**src/rtl/iter_divider.sv**
```systemverilog
// iter_divider: multi-cycle radix-2 restoring integer divider (DIV/DIVU).
// Accepts operands over a valid/ready handshake, produces one quotient bit per
// cycle on the operand magnitudes, applies the sign fix-up on the final
// iteration and holds the result until the consumer takes it.
//
// Ports:
//   clk, reset          clock, synchronous active-high reset
//   flush               cancel any in-flight op; block is IDLE next cycle
//   in_valid/in_ready   operand handshake (in_ready high only in IDLE)
//   in_signed           1 = signed DIV, 0 = DIVU
//   in_dividend/divisor operands, sampled only in the accept cycle
//   out_valid/out_ready result handshake
//   out_quot/out_rem    quotient / remainder
//   out_divzero         divisor was zero for this result
module iter_divider #(
  parameter int unsigned WIDTH = 32
) (
  input  logic             clk,
  input  logic             reset,
  input  logic             flush,
  input  logic             in_valid,
  output logic             in_ready,
  input  logic             in_signed,
  input  logic [WIDTH-1:0] in_dividend,
  input  logic [WIDTH-1:0] in_divisor,
  output logic             out_valid,
  input  logic             out_ready,
  output logic [WIDTH-1:0] out_quot,
  output logic [WIDTH-1:0] out_rem,
  output logic             out_divzero
);

  localparam int unsigned CNT_W = $clog2(WIDTH);

  typedef enum logic [1:0] {
    IDLE = 2'd0,
    CALC = 2'd1,
    DONE = 2'd2
  } state_t;

  state_t           state, state_next;
  logic [CNT_W-1:0] cnt;
  logic [WIDTH-1:0] dvd;   // dividend magnitude, shifted left each iteration
  logic [WIDTH-1:0] dsr;   // divisor magnitude
  logic [WIDTH-1:0] rem;
  logic [WIDTH-1:0] quot;
  logic             q_neg;
  logic             r_neg;

  logic             accept_c;
  logic             last_c;
  logic             divzero_c;
  logic [WIDTH-1:0] a_mag_c;
  logic [WIDTH-1:0] b_mag_c;
  logic [WIDTH:0]   part_c;
  logic [WIDTH:0]   diff_c;
  logic             q_bit_c;
  logic [WIDTH-1:0] rem_iter_c;
  logic [WIDTH-1:0] quot_iter_c;

  // Operand magnitudes and zero-divisor detect for the accept cycle
  always_comb begin
    divzero_c = (in_divisor == '0);
    a_mag_c   = (in_signed && in_dividend[WIDTH-1]) ? (WIDTH'(0) - in_dividend) : in_dividend;
    b_mag_c   = (in_signed && in_divisor[WIDTH-1])  ? (WIDTH'(0) - in_divisor)  : in_divisor;
  end

  // One restoring iteration. The partial remainder keeps the bit shifted out
  // of rem: with divisors above 2^(WIDTH-1) it can exceed WIDTH bits. Since
  // partial < 2*divisor, the (WIDTH+1)-bit difference's MSB is a clean borrow.
  always_comb begin
    part_c      = {rem, dvd[WIDTH-1]};
    diff_c      = part_c - {1'b0, dsr};
    q_bit_c     = ~diff_c[WIDTH];
    rem_iter_c  = q_bit_c ? diff_c[WIDTH-1:0] : part_c[WIDTH-1:0];
    quot_iter_c = {quot[WIDTH-2:0], q_bit_c};
    last_c      = (cnt == CNT_W'(WIDTH - 1));
  end

  // State register
  always_ff @(posedge clk) begin
    if (reset) begin
      state <= IDLE;
    end else begin
      state <= state_next;
    end
  end

  // Next-state logic; flush wins over every other transition
  always_comb begin
    state_next = state;
    accept_c   = 1'b0;
    case (state)
      IDLE: begin
        if (in_valid && !flush) begin
          accept_c   = 1'b1;
          state_next = divzero_c ? DONE : CALC;
        end
      end
      CALC: begin
        if (last_c) begin
          state_next = DONE;
        end
      end
      DONE: begin
        if (out_ready) begin
          state_next = IDLE;
        end
      end
      default: state_next = IDLE;
    endcase
    if (flush) begin
      state_next = IDLE;
    end
  end

  // Datapath and registered handshake outputs
  always_ff @(posedge clk) begin
    if (reset) begin
      cnt         <= '0;
      dvd         <= '0;
      dsr         <= '0;
      rem         <= '0;
      quot        <= '0;
      q_neg       <= 1'b0;
      r_neg       <= 1'b0;
      in_ready    <= 1'b1;
      out_valid   <= 1'b0;
      out_quot    <= '0;
      out_rem     <= '0;
      out_divzero <= 1'b0;
    end else begin
      in_ready  <= (state_next == IDLE);
      out_valid <= (state_next == DONE);
      if (accept_c) begin
        dvd         <= a_mag_c;
        dsr         <= b_mag_c;
        rem         <= '0;
        quot        <= '0;
        cnt         <= '0;
        q_neg       <= in_signed & (in_dividend[WIDTH-1] ^ in_divisor[WIDTH-1]);
        r_neg       <= in_signed & in_dividend[WIDTH-1];
        out_divzero <= divzero_c;
        // Divide by zero skips CALC: result is all-ones / raw dividend
        if (divzero_c) begin
          out_quot <= '1;
          out_rem  <= in_dividend;
        end
      end else if (state == CALC && !flush) begin
        dvd  <= {dvd[WIDTH-2:0], 1'b0};
        rem  <= rem_iter_c;
        quot <= quot_iter_c;
        cnt  <= last_c ? '0 : cnt + CNT_W'(1);
        if (last_c) begin
          out_quot <= q_neg ? (WIDTH'(0) - quot_iter_c) : quot_iter_c;
          out_rem  <= r_neg ? (WIDTH'(0) - rem_iter_c)  : rem_iter_c;
        end
      end else if (flush) begin
        cnt <= '0;
      end
    end
  end

endmodule
```
**config.mk**
```make
export PLATFORM = sky130hd
export DESIGN_NAME = iter_divider
export DESIGN_NICKNAME = d
export VERILOG_FILES = /design/src/rtl/iter_divider.sv
export SDC_FILE = /design/constraint.sdc
export NUM_CORES = 1
export LEC_CHECK = 0
export BUFFER_PORTS_ARGS = -buffer_cell sky130_fd_sc_hd__buf_2
export CORE_MARGIN = 3
export CORE_UTILIZATION = 45
export CTS_BUF_LIST = sky130_fd_sc_hd__clkbuf_2 sky130_fd_sc_hd__clkbuf_4 sky130_fd_sc_hd__clkbuf_8
export DETAILED_ROUTE_END_ITERATION = 6
export SLEW_MARGIN = 40
export SYNTH_ARGS = -nofsm -noshare
export SYNTH_HDL_FRONTEND = slang
export SYNTH_SLANG_ARGS = --single-unit
```
**constraint.sdc**
```tcl
create_clock -name clk -period 13.8 [get_ports clk]
set_input_delay 2.76 -clock clk [delete_from_list [all_inputs] [get_ports clk]]
set_output_delay 2.76 -clock clk [all_outputs]
set_load 0.01 [all_outputs]
```
==> results of run 1 <==
-- metal layers --
metal	share of wire	wire length (µm)
met1	0.48	19000
met2	0.45	17800
met3	0.048	1900
met4	0.027	1060
met5	0	0
-- power by group --
group / internal [W] / total [W] / switching, W / leakage (nW)
Clock: 0.000337 / 0.000599 / 0.000262 / 0.415
Sequential: 0.000602 / 0.000614 / 0.0000114 / 1.65
Combinational: 0.000129 / 0.000371 / 0.000242 / 3.53
Total: 0.00107 / 0.00158 / 0.000515 / 5.60
-- layout make-up --
cell class                 count  area [µm²]  area share
multi-input combinational   1321        8180       0.564
clock inverter                 7        45.0     0.00311
tap                          378         473      0.0326
sequential                   203        4070       0.281
timing repair buffer         150         796      0.0549
clock buffer                  56         727      0.0502
inverter                      55         206      0.0142
-- flip-flops by register name, indices dropped and copies added (netlist names) --
register     flops
out_quot        32
state            2
dvd             32
out_rem         32
in_ready         1
r_neg            1
rem             32
out_divzero      1
quot            31
out_valid        1
q_neg            1
cnt              5
dsr             32
-- cells in the mapped netlist, types with 15 or more instances --
master      n  share of area
xnor2_1    57          0.039
a21o_1     18          0.011
clkbuf_1   87          0.025
inv_1      54          0.016
nand2_1   217          0.063
nand3_1    17         0.0066
o21ai_0    54          0.021
dfxtp_1   203           0.32
nor2_1    215          0.063
nor3_1     46          0.018
nor4_1     15         0.0073
a31oi_1    17         0.0083
a211oi_1   77          0.045
ha_1       38          0.037
o31ai_1    23          0.013
mux2i_1    20          0.016
or4_1      16         0.0094
or3_1      26          0.013
a21oi_1   156          0.061
buf_2      15         0.0058
a22oi_1    17         0.0099
xor2_1     67          0.046
a311oi_1   49          0.033
-- logic make-up (layout without fill, tap and decap cells) --
logic type,count (synthesis),count (layout)
mux,24,24
compound gates,513,513
simple gates,621,621
xor+xnor,124,124
buf+inv,165,268
flops,203,203
fa+ha+maj,39,39
-- critical path, cell delays in order --
cell	delay, ns
buf_2	0.12
nor3_1	0.29
nand2_1	0.11
or3_1	0.36
or4_1	0.48
nor4_1	0.39
nand3_1	0.31
a22oi_2	0.23
buf_6	0.49
o21ai_0	0.21
a221oi_1	0.32
-- worst min-delay path by stage --
stage / depth (start not counted) / end / startpoint
global route: 2 / dvd[2] / dvd[1]
CTS: 2 / dvd[2] / dvd[1]
finish: 2 / dvd[2] / dvd[1]
detailed placement: 2 / dvd[2] / dvd[1]
floorplan: 2 / dvd[2] / dvd[1]
global placement: 2 / dvd[2] / dvd[1]
-- stage by stage --
stage / cell area (µm²) / hold WS (ns)
after detailed placement: 13700 / 0.442
after floorplan: 12800 / 0.432
after global routing: 14500 / 0.465
after CTS: 14500 / 0.452
final: 14500 / 0.449
after global placement: 13700 / 0.441
==> reports/qor.csv, run 1 <==
metric;value;unit
fin_tns_setup;0;ns
htree_num_levels;2;
cts.sinks;203;
grt_max_degree;90;
grt_pass1_vias;11890;
post-cts-setup-buffers;0;
drc;0;
startpoint_type;primary input;
dr.pass1.iters;5;
tightest_slew;0.825;ns
rr_worst_depth;18;
syn_to_final_growth;12.8;%
ios;137;
placed_cells;2107;
yosysUniqueCellTypes;80;
fin_crit_sh;0.415;
outcome;finished clean;
post-route-util;0.519;
critPathKind;in -> reg;
p_leak;5.60;nW
holdBufCountCts;0;
synth_xor_area_frac;0.0845;
drt-total-wl;39700;µm
final-hold-violation-count;0;
hp-class;reg -> reg;
r2r-end;out_rem[30];
crit_end;out_rem[23];
synth_compound_area_frac;0.273;
layout_setup_ws;8.07;ns
die_y;175;µm
nets;1877;
power;0.00158;W
place_congestion;0.891;
hpwl;28300;µm
cts-resized-gates;0;
vias;12657;
powerDensity;109;nW/µm²
cap_violations;0;
yosysSeqAreaShare;0.316;
yosys.area_share.simple;0.218;
postSynthAreaPerCell;7.61;µm²
busiest_layer;met2;
gr-usage-met2;0.398;
synthCells;1689;
grtUsageTotal;0.254;
io_buffers;136;
drv_slew;0;
start_util;0.460;
layout_commonest_cell;nand2_1;
final_cell_mix;nand2_1, nor2_1, dfxtp_1;
clk_pin_slew_worst_paths;0.07;ns
synth_fp_nets;1798;
via_per_inst;5.83;
wl_per_cell;18.3;µm
crit_path_max_fanout;89;
core_area;27900;µm²
critPathRequiredTime;14.23;ns
regToRegSetupSlack;8.54;ns
yosys_warnings;0;
clk_latency;0.55;ns
std_cell_rows;61;
max_freq;174;MHz
synth_area;12800;µm²
startpoint;in_divisor[18];
skew;0.0383;ns
antenna_found_initial;0;
antenna_left;0;
post-place-ws;7.36;ns
grtUsageMet1;0.362;
final_cells;2170;
n_fill_cell;2833;
use_met3;0.0352;
crit_arrival;6.16;ns
maxSlewHeadroom;0.450;
rsz0062_at_grt;false;
cts_tree;done;
die-area;30600;µm²
diodes;0;
clockBufferDepth;3;
ys_async_sr_fraction;0;
ys_ff_latch;203;
finalCriticalPeriod;5.73;ns
drtIter0Drc;911;
synth_enable_flop_cells;0;
ir_drop;0.0578;mV
overflow;0;
drive_gt1_frac;0.139;
regToRegStartpoint;dvd[31];
setup_viol;0;
synth_adder_area_share;0.0386;
synthFlopType;dfxtp_1;
synth_top_family_by_area;compound AO/OA/AOI/OAI gates;
grt_pass1_wl;63700;µm
synthMuxAreaShare;0.0191;
cts_made_buffers;37;
clock-root-buffer;clkbuf_8;
endpoint_kind;flop;
die_w;175;µm
Note: power is estimated with default switching activity, not from simulation.
==> run 2, diff against run 1 <==
--- a/config.mk
+++ b/config.mk
@@ -5,6 +5,7 @@
 export SDC_FILE = /design/constraint.sdc
 export NUM_CORES = 1
 export LEC_CHECK = 0
+export ABC_AREA = 1
 export BUFFER_PORTS_ARGS = -buffer_cell sky130_fd_sc_hd__buf_2
 export CORE_MARGIN = 3
 export CORE_UTILIZATION = 45
==> constraint.sdc (replaced) <==
create_clock -name clk -period 5.5 [get_ports clk]
set_input_delay 1.1 -clock clk [delete_from_list [all_inputs] [get_ports clk]]
set_output_delay 1.1 -clock clk [all_outputs]
set_load 0.01 [all_outputs]
==> run 2 against run 1 <==
  * Via count is 18% higher
  * First-iteration DRC count is 10% higher
  * Register-to-register slack worse by 7.7 ns
  * Hold slack better by 0.014 ns
  * Non-clock buffer count rose by 1
  * Combinational power increased to 4.0 times the previous value
  * Count of clock-buffer cells in the layout rose by 9
  * Largest power group is now the clock network
  * Global-route usage grew 2.3 points
  * Sequential cell count unchanged
  * Clock skew is 0.028 ns lower
  * Total power rose to 3.0 times the previous value
==> reports/qor.csv, run 2 <==
metric;value;unit;change
layout_commonest_cell;nand2_1;;unchanged
cts.sinks;203;;unchanged
clk_latency;0.55;ns;about the same
post-cts-setup-buffers;0;;unchanged
regToRegSetupSlack;0.81;ns;was 8.54 ns
drive_gt1_frac;0.125;;was 0.139
synth_area_leader_cell;dfxtp_1;;unchanged
start_util;0.457;;was 0.460
antenna_left;0;;unchanged
ios;137;;unchanged
finalCriticalPeriod;4.69;ns;
startpoint_type;flop;;was primary input
dr.pass1.iters;5;;unchanged
routedLengthMet1;21800;µm;was 19000 µm
fin_crit_sh;0.852;;
highest_layer;met5;;was met4
critPathTopFamily;simple AND/OR/NAND/NOR gates;;unchanged
critPathKind;reg -> reg;;was in -> reg
cts-resized-gates;0;;unchanged
yosysUniqueCellTypes;61;;was 80
hpwl;35300;µm;was 28300 µm
yosysSeqAreaShare;0.290;;was 0.316
vias;14926;;was 12.7k
synthCells;2276;;was 1689
synth_area;14000;µm²;was 12800 µm²
hp-class;reg -> reg;;unchanged
seq_area;4060;µm²;was 4070 µm²
tightest_slew;0.843;ns;was 0.825 ns
n_fill_cell;3294;;was 2833
synthTopCellsByCount;nand2_1, inv_1, dfxtp_1, o21ai_0, a21oi_1;;was nand2_1, nor2_1, dfxtp_1, a21oi_1, clkbuf_1
htree_num_levels;2;;unchanged
multi_input_area;8200;µm²;was 8180 µm²
std_cell_rows;64;;was 61
p_leak;7.96;nW;was 5.60 nW
clock-root-buffer;clkbuf_8;;unchanged
io_buffers;136;;unchanged
grtUsageTotal;0.277;;was 0.254
synth.most_common_cell;nand2_1;;unchanged
design_area;15800;µm²;was 14500 µm²
max_stage_delay;0.48;ns;was 0.49 ns
skew;0.0101;ns;was 0.0383 ns
yosys_warnings;0;;unchanged
overflow;0;;unchanged
synthFlopType;dfxtp_1;;unchanged
syn_to_final_growth;12.6;%;was 12.8%
antenna_found_initial;2;;was 0
yosys-top-cells-area;dfxtp_1, nand2_1, inv_1;;was dfxtp_1, nand2_1, nor2_1
power.switching;0.00180;W;was 0.000515 W
setup_viol;0;;unchanged
wl_met3;2340;µm;was 1900 µm
drt-total-wl;47300;µm;was 39700 µm
maxSlewHeadroom;0.437;;was 0.450
max_freq;213;MHz;
place_congestion;0.924;;was 0.891
ir_drop;0.221;mV;was 0.0578 mV
synth_enable_flop_cells;0;;unchanged
route.met2.wl;21600;µm;was 17800 µm
die_w;183;µm;was 175 µm
fin_tns_setup;0;ns;unchanged
final_cell_mix;nand2_1, inv_1, dfxtp_1;;was nand2_1, nor2_1, dfxtp_1
crit_path_max_fanout;6;;was 89
die-area;33300;µm²;was 30600 µm²
grt_pass1_wl;74800;µm;was 63700 µm
clockBufferDepth;3;;unchanged
grt_max_degree;73;;was 90
ys_async_sr_fraction;0;;unchanged
drtIter0Drc;1002;;was 911
cts_made_buffers;39;;was 37
intPower;0.00289;W;was 0.00107 W
synth_fp_nets;2385;;was 1798
die_y;183;µm;was 175 µm
synth_top_area_frac;0.290;;was 0.316
crit_arrival;5.10;ns;was 6.16 ns
diodes;0;;unchanged
rsz0062_at_grt;false;;unchanged
critPathRequiredTime;5.92;ns;was 14.23 ns
seqPwrFrac;0.328;;was 0.388
cts_tree;done;;unchanged
endpoint_kind;flop;;unchanged
final-hold-violation-count;0;;unchanged
clockPowerShare;0.352;;was 0.378
ys_ff_latch;203;;unchanged
powerDensity;297;nW/µm²;was 109 nW/µm²
nets;2486;;was 1877
outcome;finished clean;;unchanged
grt_pass1_vias;14087;;was 11.9k
via_per_inst;5.32;;was 5.83
place_area;14900;µm²;was 13700 µm²
postSynthAreaPerCell;6.16;µm²;was 7.61 µm²
cap_violations;0;;unchanged
core_area;30700;µm²;was 27900 µm²
comb_power_share;0.320;;was 0.234
drv_slew;0;;unchanged
cp.buffers_inverters;4;;was 2
p_sw_frac;0.383;;was 0.325
drc;0;;unchanged
clk_pin_slew_worst_paths;0.06;ns;was 0.07 ns
wl_per_cell;16.9;µm;was 18.3 µm
crit_slowest_cell;o31ai_1;;was buf_6
holdBufCountCts;0;;unchanged
## run 2: changes by cell type in the layout (fill, tap and decap cells not counted), moves of 21 or more
cell and delta:
o21ai_0 +131, nand3_1 +103, xor2_1 -36, nor2_1 -41
a311oi_1 -47, xnor2_1 -43, nand2_1 +368, or3_1 -25
nand2_2 +23, a211oi_1 -77, inv_1 +303, o22ai_1 +21
## run 2: final cells by class
type                       instances  area share
clock buffer                      65      0.0491
clock inverter                     7     0.00491
sequential                       203       0.257
inverter                         369      0.0878
timing repair buffer             151      0.0502
multi-input combinational       1613       0.519
tap                              396      0.0314
## run 2: logic make-up (layout without fill, tap and decap cells)
family                     count (synthesis)  in the layout  synth area share
DFF                                      203            203             0.290
and+or+nand+nor                         1033           1033             0.319
adders and majority gates                 39             39            0.0353
xor gates and xnor gates                  45             45            0.0281
buffers and inverters                    460            592             0.128
AOI/OAI and AO/OA                        496            496             0.200
## run 2: stage by stage
stage / setup slack, ns / util / total power [W] / hold WS (ns) / std cells
global route: 0.343 / 0.515 / 0.00498 / 0.485 / 2804
finish: 0.814 / 0.515 / 0.00469 / 0.463 / 2804
global placement: 0.763 / 0.487 / 0.00305 / 0.450 / 2732
detailed placement: 0.619 / 0.487 / 0.00305 / 0.455 / 2732
floorplan: 1.13 / - / 0.00265 / 0.432 / 2276
CTS: 0.603 / 0.515 / 0.00471 / 0.464 / 2804
## run 2: power groups by stage
stage	clock [W]	combinational (W)	sequential, W
global placement	0	0.00148	0.00157
CTS	0.00169	0.00149	0.00154
finish	0.00165	0.00150	0.00154
global route	0.00176	0.00168	0.00154
detailed placement	0	0.00149	0.00157
floorplan	0	0.00109	0.00156
## run 2: worst register-to-register path: cells and delay by family, from the launching register on
kind                     cells  cell delay, ns
AND/OR/NAND/NOR             15            2.24
adder cells (fa/ha/maj)      3            0.81
AO/OA/AOI/OAI                3            0.71
flip-flops                   1            0.35
buffers and inverters        4            0.29
XOR/XNOR                     1            0.16
## run 2: metal layers
metal / vias up / GRT usage
met5: - / 0
met3: 86 / 0.0367
met2: 392 / 0.459
li1: 7598 / -
met4: 4 / 0.0868
met1: 6846 / 0.375
## run 2: final timing paths
check	start	endpoint	cells past startpoint
max reg2reg	dvd[31]	out_quot[30]	26
min	out_rem[0]	out_rem[0]	2
max	dvd[31]	out_quot[30]	26
min reg2reg	out_rem[0]	out_rem[0]	2
